File: src/rtl/pipe_run_ctl.sv
// Run controller for the 5-stage pipeline: free run, single step, run-N,
// PC breakpoint and HALT drain, producing the per-stage load enables.
module pipe_run_ctl #(
  parameter int unsigned PC_W         = 8,
  parameter int unsigned CNT_W        = 16,
  parameter int unsigned CYC_W        = 32,
  parameter int unsigned DRAIN_CYCLES = 3
) (
  input  logic             CLK,
  input  logic             RST,
  input  logic             pause_sw,
  input  logic             step_pulse,
  input  logic             run_n_start,
  input  logic [CNT_W-1:0] run_n_count,
  input  logic             bp_en,
  input  logic [PC_W-1:0]  bp_addr,
  input  logic [PC_W-1:0]  pc,
  input  logic             halt_decoded,
  output logic             fetch_en,
  output logic             pipe_en,
  output logic             id_bubble,
  output logic [2:0]       state,
  output logic [2:0]       stop_reason,
  output logic [CYC_W-1:0] cycle_count
);

  localparam int unsigned DRN_W = $clog2(DRAIN_CYCLES + 1);

  localparam logic [2:0] S_STOPPED = 3'd0;
  localparam logic [2:0] S_RUN     = 3'd1;
  localparam logic [2:0] S_STEP    = 3'd2;
  localparam logic [2:0] S_RUNN    = 3'd3;
  localparam logic [2:0] S_DRAIN   = 3'd4;
  localparam logic [2:0] S_HALTED  = 3'd5;

  localparam logic [2:0] R_NONE  = 3'd0;
  localparam logic [2:0] R_PAUSE = 3'd1;
  localparam logic [2:0] R_BP    = 3'd2;
  localparam logic [2:0] R_COUNT = 3'd3;
  localparam logic [2:0] R_HALT  = 3'd4;
  localparam logic [2:0] R_STEP  = 3'd5;

  logic [CNT_W-1:0] runn_cnt, runn_d;
  logic [DRN_W-1:0] drain_cnt, drain_d;
  logic             bp_armed, armed_d;
  logic [2:0]       state_d, reason_d;
  logic [CYC_W-1:0] cyc_d;
  logic             bp_hit;

  // State and bookkeeping registers
  always_ff @(posedge CLK) begin
    if (RST) begin
      state       <= S_STOPPED;
      stop_reason <= R_NONE;
      cycle_count <= '0;
      runn_cnt    <= '0;
      drain_cnt   <= '0;
      bp_armed    <= 1'b1;
    end else begin
      state       <= state_d;
      stop_reason <= reason_d;
      cycle_count <= cyc_d;
      runn_cnt    <= runn_d;
      drain_cnt   <= drain_d;
      bp_armed    <= armed_d;
    end
  end

  // Next-state and enable decode; the enables must react to bp_hit in the same cycle
  always_comb begin
    state_d   = state;
    reason_d  = stop_reason;
    runn_d    = runn_cnt;
    drain_d   = drain_cnt;
    armed_d   = bp_armed;
    cyc_d     = cycle_count;
    fetch_en  = 1'b0;
    pipe_en   = 1'b0;
    id_bubble = 1'b0;
    bp_hit    = bp_en & bp_armed & (pc == bp_addr);

    case (state)
      S_STOPPED: begin
        if (step_pulse) begin
          state_d = S_STEP;
        end else if (run_n_start && (run_n_count != '0)) begin
          state_d = S_RUNN;
          runn_d  = run_n_count;
        end else if (!pause_sw) begin
          state_d = S_RUN;
        end
      end
      S_RUN, S_STEP, S_RUNN: begin
        fetch_en = ~bp_hit;
        pipe_en  = ~bp_hit;
        if (state == S_RUNN && !bp_hit) runn_d = runn_cnt - CNT_W'(1);
        if (bp_hit) begin
          state_d  = S_STOPPED;
          reason_d = R_BP;
          armed_d  = 1'b0;
        end else if (halt_decoded) begin
          state_d  = S_DRAIN;
          reason_d = R_HALT;
          drain_d  = DRN_W'(DRAIN_CYCLES);
        end else if (state == S_RUN) begin
          if (pause_sw) begin
            state_d  = S_STOPPED;
            reason_d = R_PAUSE;
          end
        end else if (state == S_STEP) begin
          state_d  = S_STOPPED;
          reason_d = R_STEP;
        end else if (runn_cnt == CNT_W'(1)) begin
          state_d  = S_STOPPED;
          reason_d = R_COUNT;
        end
      end
      S_DRAIN: begin
        pipe_en   = 1'b1;
        id_bubble = 1'b1;
        drain_d   = drain_cnt - DRN_W'(1);
        if (drain_cnt == DRN_W'(1)) state_d = S_HALTED;
      end
      S_HALTED: begin
      end
      default: state_d = S_STOPPED;
    endcase

    // Any advance re-arms the breakpoint so a resume steps past it
    if (pipe_en) begin
      armed_d = 1'b1;
      if (cycle_count != '1) cyc_d = cycle_count + CYC_W'(1);
    end
  end

endmodule
File: config.mk
export PLATFORM = sky130hd
export DESIGN_NAME = pipe_run_ctl
export DESIGN_NICKNAME = d
export VERILOG_FILES = /design/src/rtl/pipe_run_ctl.sv
export SDC_FILE = /design/constraint.sdc
export NUM_CORES = 1
export LEC_CHECK = 0
export ABC_AREA = 0
export BUFFER_PORTS_ARGS = -buffer_cell sky130_fd_sc_hd__buf_2
export CAP_MARGIN = 20
export CELL_PAD_IN_SITES_DETAIL_PLACEMENT = 1
export CELL_PAD_IN_SITES_GLOBAL_PLACEMENT = 1
export CORE_UTILIZATION = 40
export CTS_CLUSTER_DIAMETER = 200
export DETAILED_ROUTE_END_ITERATION = 6
export PLACE_DENSITY = 0.77
export SLEW_MARGIN = 20
export SYNTH_ARGS = -nofsm -noshare
export SYNTH_HDL_FRONTEND = slang
export SYNTH_SLANG_ARGS = --single-unit
File: constraint.sdc
create_clock -name CLK -period 5.9 [get_ports CLK]
set_input_delay 1.18 -clock CLK [delete_from_list [all_inputs] [get_ports CLK]]
set_output_delay 1.18 -clock CLK [all_outputs]
set_load 0.01 [all_outputs]
==> impl_metrics.csv, run 1 <==
group,metric,value,unit
routing,wl,10800,um
sta,hold_viol_final,0,
power_and_ir_drop,ir_drop,0.000208,V
cells_and_area,nets,547,
synthesis,ys_seq_area_share,32.4,%
clock_tree,numCtsBuffers,9,
power_and_ir_drop,cellPowerDensity,307,nW/um^2
global_route,grt_pass1_wl,17600,um
cells_and_area,syn_to_final_growth,18.8,%
sta,setup_viol,0,
worst_setup_path,endpoint_kind,"output pin",
synthesis,yosys_register_bits,57,
worst_setup_path,worst-r2r-cell-count,8,
cells_and_area,utilization,49.9,%
synthesis,syn_inst,437,
synthesis,synthTopCellsByCount,"dfxtp_1 (57), a21oi_1 (41), nand2_1 (34)",
routing,vias,3839,
synthesis,synth_warnings,0,
synthesis,synth_edf_count,0,
sta,final_max_slew_viol_count,0,
cells_and_area,diodes,0,
worst_setup_path,cp.arrival,2.83,ns
die,die_x,95.8,um
synthesis,post-synth-top-area-cell,"dfxtp_1",
clock_tree,cts_hold_buf,0,
cells_and_area,fin_area,4180,um^2
place,dp_cells,598,
sta,fin_skew,0.00589,ns
place,placed_area,3960,um^2
synthesis,syn_nets,480,
global_route,track_usage,24.3,%
cells_and_area,layout.cells.non_filler,614,
clock_tree,clock_path_buffers,2,
die,fp.dieArea,9180,um^2
die,rows,33,
sta,fmax,249,MHz
global_route,grt_use_met3,4.74,%
worst_setup_path,r2r-start,"state[2]",
die,io_pins,80,
sta,finalCritPeriodShare,68.0,%
synthesis,synth.most_common_cell,"dfxtp_1",
status,status,"finished, final reports clean",
sta,setup_tns,0,ns
clock_tree,clk_latency,0.34,ns
worst_setup_path,r2r_slack,2.91,ns
routing,drt_iter0_drc,147,
synthesis,yosys.cell_types.count,66,
die,start_util,42.0,%
die,die_h,95.8,um
global_route,met2_usage,40.1,%
clock_tree,post_cts_buffers,0,
routing,drtPass1Iterations,4,
sta,relSlewSlack,44.7,%
global_route,antenna_found_initial,0,
place,gp_congestion,0.819,
worst_setup_path,required,4.72,ns
clock_tree,cts.clk_slew.worst_paths,0.07,ns
global_route,grt_max_degree,61,
sta,tightest_slew,0.829,ns
place,portBuffers,79,
job,drv_cap,0,
global_route,grt_pass1_vias,3726,
sta,period_needed,4.01,ns
power_and_ir_drop,leakagePower,1.57,nW
routing,drtAntennaViolNets,0,
global_route,grt.overflow.total,0,
routing,drc,0,
sta,rsz0062_at_grt,"no",
die,core_area,8380,um^2
place,dp_hpwl,7350,um
worst_setup_path,critPathLaunch,"bp_addr[2]",
synthesis,synth_top_area_share,32.4,%
worst_setup_path,worst-setup-path-type,"in2out",
min_path,holdCritStartpoint,"runn_cnt[13]",
synthesis,ys_top_cells_by_area,"dfxtp_1 (32%), a21oi_1 (5.8%), or4_1 (5.3%)",
worst_setup_path,r2r_end,"cycle_count[12]",
clock_tree,htreeDepth,3,
cells_and_area,fillCellCount,1061,
min_path,whs_endpoint,"runn_cnt[13]",
clock_tree,cts.sinks,57,
clock_tree,clock-root-buffer,"clkbuf_8",
clock_tree,cts_resized,0,
min_path,min_path_cells,2,
cells_and_area,drive_gt1_share,25.3,%
synthesis,syn-mean-instance-area,8.06,um^2
worst_setup_path,critPathMaxFanout,55,
routing,post_drt_wl_per_cell,17.5,um
synthesis,ys_async_sr_fraction,0,%
synthesis,syn_area,3520,um^2
routing,vias_per_cell,6.25,
worst_setup_path,startpoint_type,"input pin",
synthesis,synth_ff_type,"dfxtp_1",
global_route,top_usage_layer,"met2",
clock_tree,cts_tree,"yes",
global_route,use_met1,32.3,%
min_path,hold_path.class,"reg2reg",
## worst max-delay path: stages
cell    delay, ns
buf_2        0.10
xor2_1       0.16
nor4_1       0.38
a41o_1       0.22
buf_4        0.42
inv_1        0.17
buf_2        0.18
## sequential cells by signal, indices dropped and copies added, names as in the netlist
register,flops
state,3
runn_cnt,16
drain_cnt,2
bp_armed,1
stop_reason,3
cycle_count,32
## through the flow
stage	setup slack [ns]	total power, mW	hold slack [ns]
floorplan	2.36	0.781	0.437
global placement	1.96	0.881	0.457
detailed placement	1.91	0.887	0.477
CTS	1.90	1.29	0.488
global route	1.73	1.36	0.514
finish	1.89	1.29	0.482
## worst max-delay path by stage
stage	to	cells after the start
6_report	pipe_en	7
5_1_grt	pipe_en	7
4_1_cts	pipe_en	7
3_5_place_dp	pipe_en	7
3_3_place_gp	pipe_en	7
2_1_floorplan	pipe_en	6
## layout make-up
type / count / area, um^2 / share of cell area, %
tap: 105 / 131 / 3.14
clock buffer: 12 / 165 / 3.95
timing repair buffer: 85 / 440 / 10.5
inverter: 13 / 56.3 / 1.35
sequential: 57 / 1140 / 27.3
clock inverter: 4 / 50.0 / 1.20
multi-input combinational: 338 / 2200 / 52.5
## kinds of logic (layout without fill, tap and decap cells)
group	count (synthesis)	count (layout)	synth area share, %
simple gates	188	188	29.9
flops	57	57	32.4
fa+ha+maj	4	4	1.42
compound gates	129	129	25.8
mux	9	9	2.84
buf+inv	42	114	5.61
xor+xnor	8	8	1.99
## metal layers
metal	up-vias	share of wire [%]
met5	-	0
met2	95	46
li1	1836	-
met4	0	0.83
met3	10	4.6
met1	1898	48
## where the power goes
part / leakage (nW) / switching, mW / internal (mW)
logic: 1.00 / 0.270 / 0.154
registers: 0.462 / 0.0454 / 0.418
clock network: 0.105 / 0.169 / 0.229
total: 1.57 / 0.485 / 0.801
## cells in the final DEF (no fill, tap or decap), types with 7 or more instances in the layout
master    synthesis  routed
buf_2             8      79
a211oi_1          8       8
or4_1            25      25
nor2_1           31      31
nor2b_1           8       8
nand4_1           9       9
dfxtp_1          57      57
nor4_1           15      14
a21oi_1          41      41
nor3_1            8       7
o21ai_0          11      11
clkbuf_8          0      12
nand3_1          25      25
inv_1            10      10
mux2_2            8       8
o31ai_1          17      17
nand2_1          34      34
No activity file was read; power rests on OpenSTA's default activity.
==> inputs of run 2 (changes only) <==
==> constraint.sdc (replaced) <==
create_clock -name CLK -period 4 [get_ports CLK]
set_input_delay 0.8 -clock CLK [delete_from_list [all_inputs] [get_ports CLK]]
set_output_delay 0.8 -clock CLK [all_outputs]
set_load 0.01 [all_outputs]
==> run 2 against run 1 <==
  * Cell area about the same
  * Global-route usage grew 0.90 points
  * Critical endpoint unchanged
  * Flip-flop and latch count did not move
  * Register-to-register slack lost 1.5 ns
  * Critical path depth shrank 2
  * Worst setup slack got worse by 0.81 ns
  * Clock power grew 43%
  * First-iteration DRC count grew 41%
  * Wire length rose by 1.9%
  * Critical path type is now reg2out
==> impl_metrics.csv, run 2 (synthesized netlist as in run 1, its figures left out) <==
group,metric,value,unit
routing,post_drt_wl_per_cell,17.8,um
die,rows,33,
routing,drt_iter0_drc,207,
worst_setup_path,critPathMaxFanout,19,
cells_and_area,top_regs,"cycle_count x32, runn_cnt x16",
sta,worst_slack,1.07,ns
die,die_h,95.8,um
cells_and_area,syn_to_final_growth,18.7,%
worst_setup_path,crit_slowest_cell,"dfxtp_1",
worst_setup_path,startpoint_type,"flop",
global_route,grt.overflow.total,0,
worst_setup_path,worst_path_largest_cell_delay,0.60,ns
routing,wl,11000,um
place,dp_hpwl,7800,um
worst_setup_path,worst-r2r-cell-count,6,
clock_tree,cts.clk_slew.worst_paths,0.07,ns
die,core_area,8380,um^2
worst_setup_path,required,3.20,ns
die,start_util,42.0,%
cells_and_area,top_register,"cycle_count",
clock_tree,post_cts_buffers,0,
worst_setup_path,cp.arrival,2.13,ns
min_path,holdCritStartpoint,"runn_cnt[13]",
global_route,track_usage,25.2,%
power_and_ir_drop,power,1.91,mW
cells_and_area,layout.cells.most_common,"buf_2",
power_and_ir_drop,cellPowerDensity,457,nW/um^2
place,gp_congestion,0.866,
min_path,whs_endpoint,"runn_cnt[13]",
power_and_ir_drop,ir_drop,0.000178,V
worst_setup_path,r2r_slack,1.43,ns
worst_setup_path,endpoint_kind,"output pin",
worst_setup_path,r2r_end,"cycle_count[20]",
sta,finalCritPeriodShare,73.1,%
sta,fin_skew,0.00989,ns
job,drv_cap,0,
sta,rsz0062_at_grt,"no",
place,dp_slack,1.01,ns
min_path,min_path_cells,2,
clock_tree,clock_path_buffers,2,
worst_setup_path,critPathLaunch,"state[1]",
clock_tree,clk_latency,0.35,ns
cells_and_area,diodes,0,
place,dp_cells,600,
worst_setup_path,crit_chain,"o21ba_2 -> nor2_1 -> a41o_1 -> inv_1 -> buf_2",
clock_tree,cts.sinks,57,
global_route,antenna_found_initial,0,
global_route,grt_pass1_wl,17900,um
routing,vias_per_cell,6.23,
sta,fmax,342,MHz
power_and_ir_drop,leakagePower,1.57,nW
clock_tree,cts_hold_buf,0,
die,die_x,95.8,um
clock_tree,cts_tree,"yes",
clock_tree,cts_resized,0,
sta,hold_viol_final,0,
global_route,grt_max_degree,38,
worst_setup_path,worst-setup-path-type,"reg2out",
routing,drtAntennaViolNets,0,
cells_and_area,drive_gt1_share,25.4,%
clock_tree,clock-root-buffer,"clkbuf_8",
sta,setup_viol,0,
cells_and_area,largest_reg_flops,32,
worst_setup_path,r2r-start,"state[1]",
cells_and_area,layout.cells.non_filler,616,
die,fp.dieArea,9180,um^2
sta,setup_tns,0,ns
min_path,hold_path.class,"reg2reg",
routing,drtPass1Iterations,4,
routing,vias,3838,
sta,relSlewSlack,31.7,%
die,io_pins,80,
cells_and_area,nets,549,
sta,tightest_slew,1.01,ns
clock_tree,numCtsBuffers,9,
cells_and_area,mostFrequentLayoutCells,"buf_2 (79), dfxtp_1 (57), a21oi_1 (41), nand2_1 (34), nor2_1 (31)",
clock_tree,htreeDepth,3,
global_route,grt_pass1_vias,3628,
status,status,"finished, final reports clean",
sta,final_max_slew_viol_count,0,
routing,drc,0,
sta,period_needed,2.93,ns
place,portBuffers,79,
run 2: layer usage:
| metal | GRT usage [%] | up-vias | part of all wire [%] |
|---|---|---|---|
| met5 | 0 | - | 0 |
| met4 | 7.21 | 0 | 0.99 |
| met3 | 4.19 | 10 | 5.4 |
| met2 | 41.3 | 107 | 48 |
| met1 | 34.0 | 1874 | 46 |
| li1 | - | 1847 | - |
run 2: per-stage QoR:
| step | hold WS (ns) | util (%) | instance area [um^2] |
|---|---|---|---|
| global placement | 0.460 | 47.4 | 3980 |
| global route | 0.511 | 49.9 | 4180 |
| floorplan | 0.437 | - | 3520 |
| CTS | 0.486 | 49.9 | 4180 |
| finish | 0.482 | 49.9 | 4180 |
| detailed placement | 0.474 | 47.4 | 3980 |
run 2: worst max-delay path by stage:
stage | to | slack (ns)
finish | pipe_en | 1.07
global route | pipe_en | 0.91
CTS | fetch_en | 1.05
detailed placement | runn_cnt[9] | 1.01
global placement | runn_cnt[10] | 1.08
floorplan | pipe_en | 1.22
run 2: worst max-delay path, delay by kind of cell (launching register included):
kind	cells	cell delay [ns]
simple gates	1	0.08
buf+inv	2	0.31
flops	1	0.60
compound gates	2	0.79
run 2: layout make-up:
| type | count | area, um^2 |
|---|---|---|
| tap | 105 | 131 |
| multi-input combinational | 338 | 2190 |
| clock inverter | 6 | 67.6 |
| timing repair buffer | 87 | 455 |
| inverter | 13 | 56.3 |
| clock buffer | 10 | 138 |
| sequential | 57 | 1140 |
| fill | 1059 | 4200 |
run 2: power breakdown:
| part | internal, mW | switching (mW) | total (mW) |
|---|---|---|---|
| Sequential | 0.617 | 0.0611 | 0.678 |
| Combinational | 0.233 | 0.429 | 0.662 |
| Clock | 0.305 | 0.263 | 0.568 |
| Total | 1.15 | 0.754 | 1.91 |
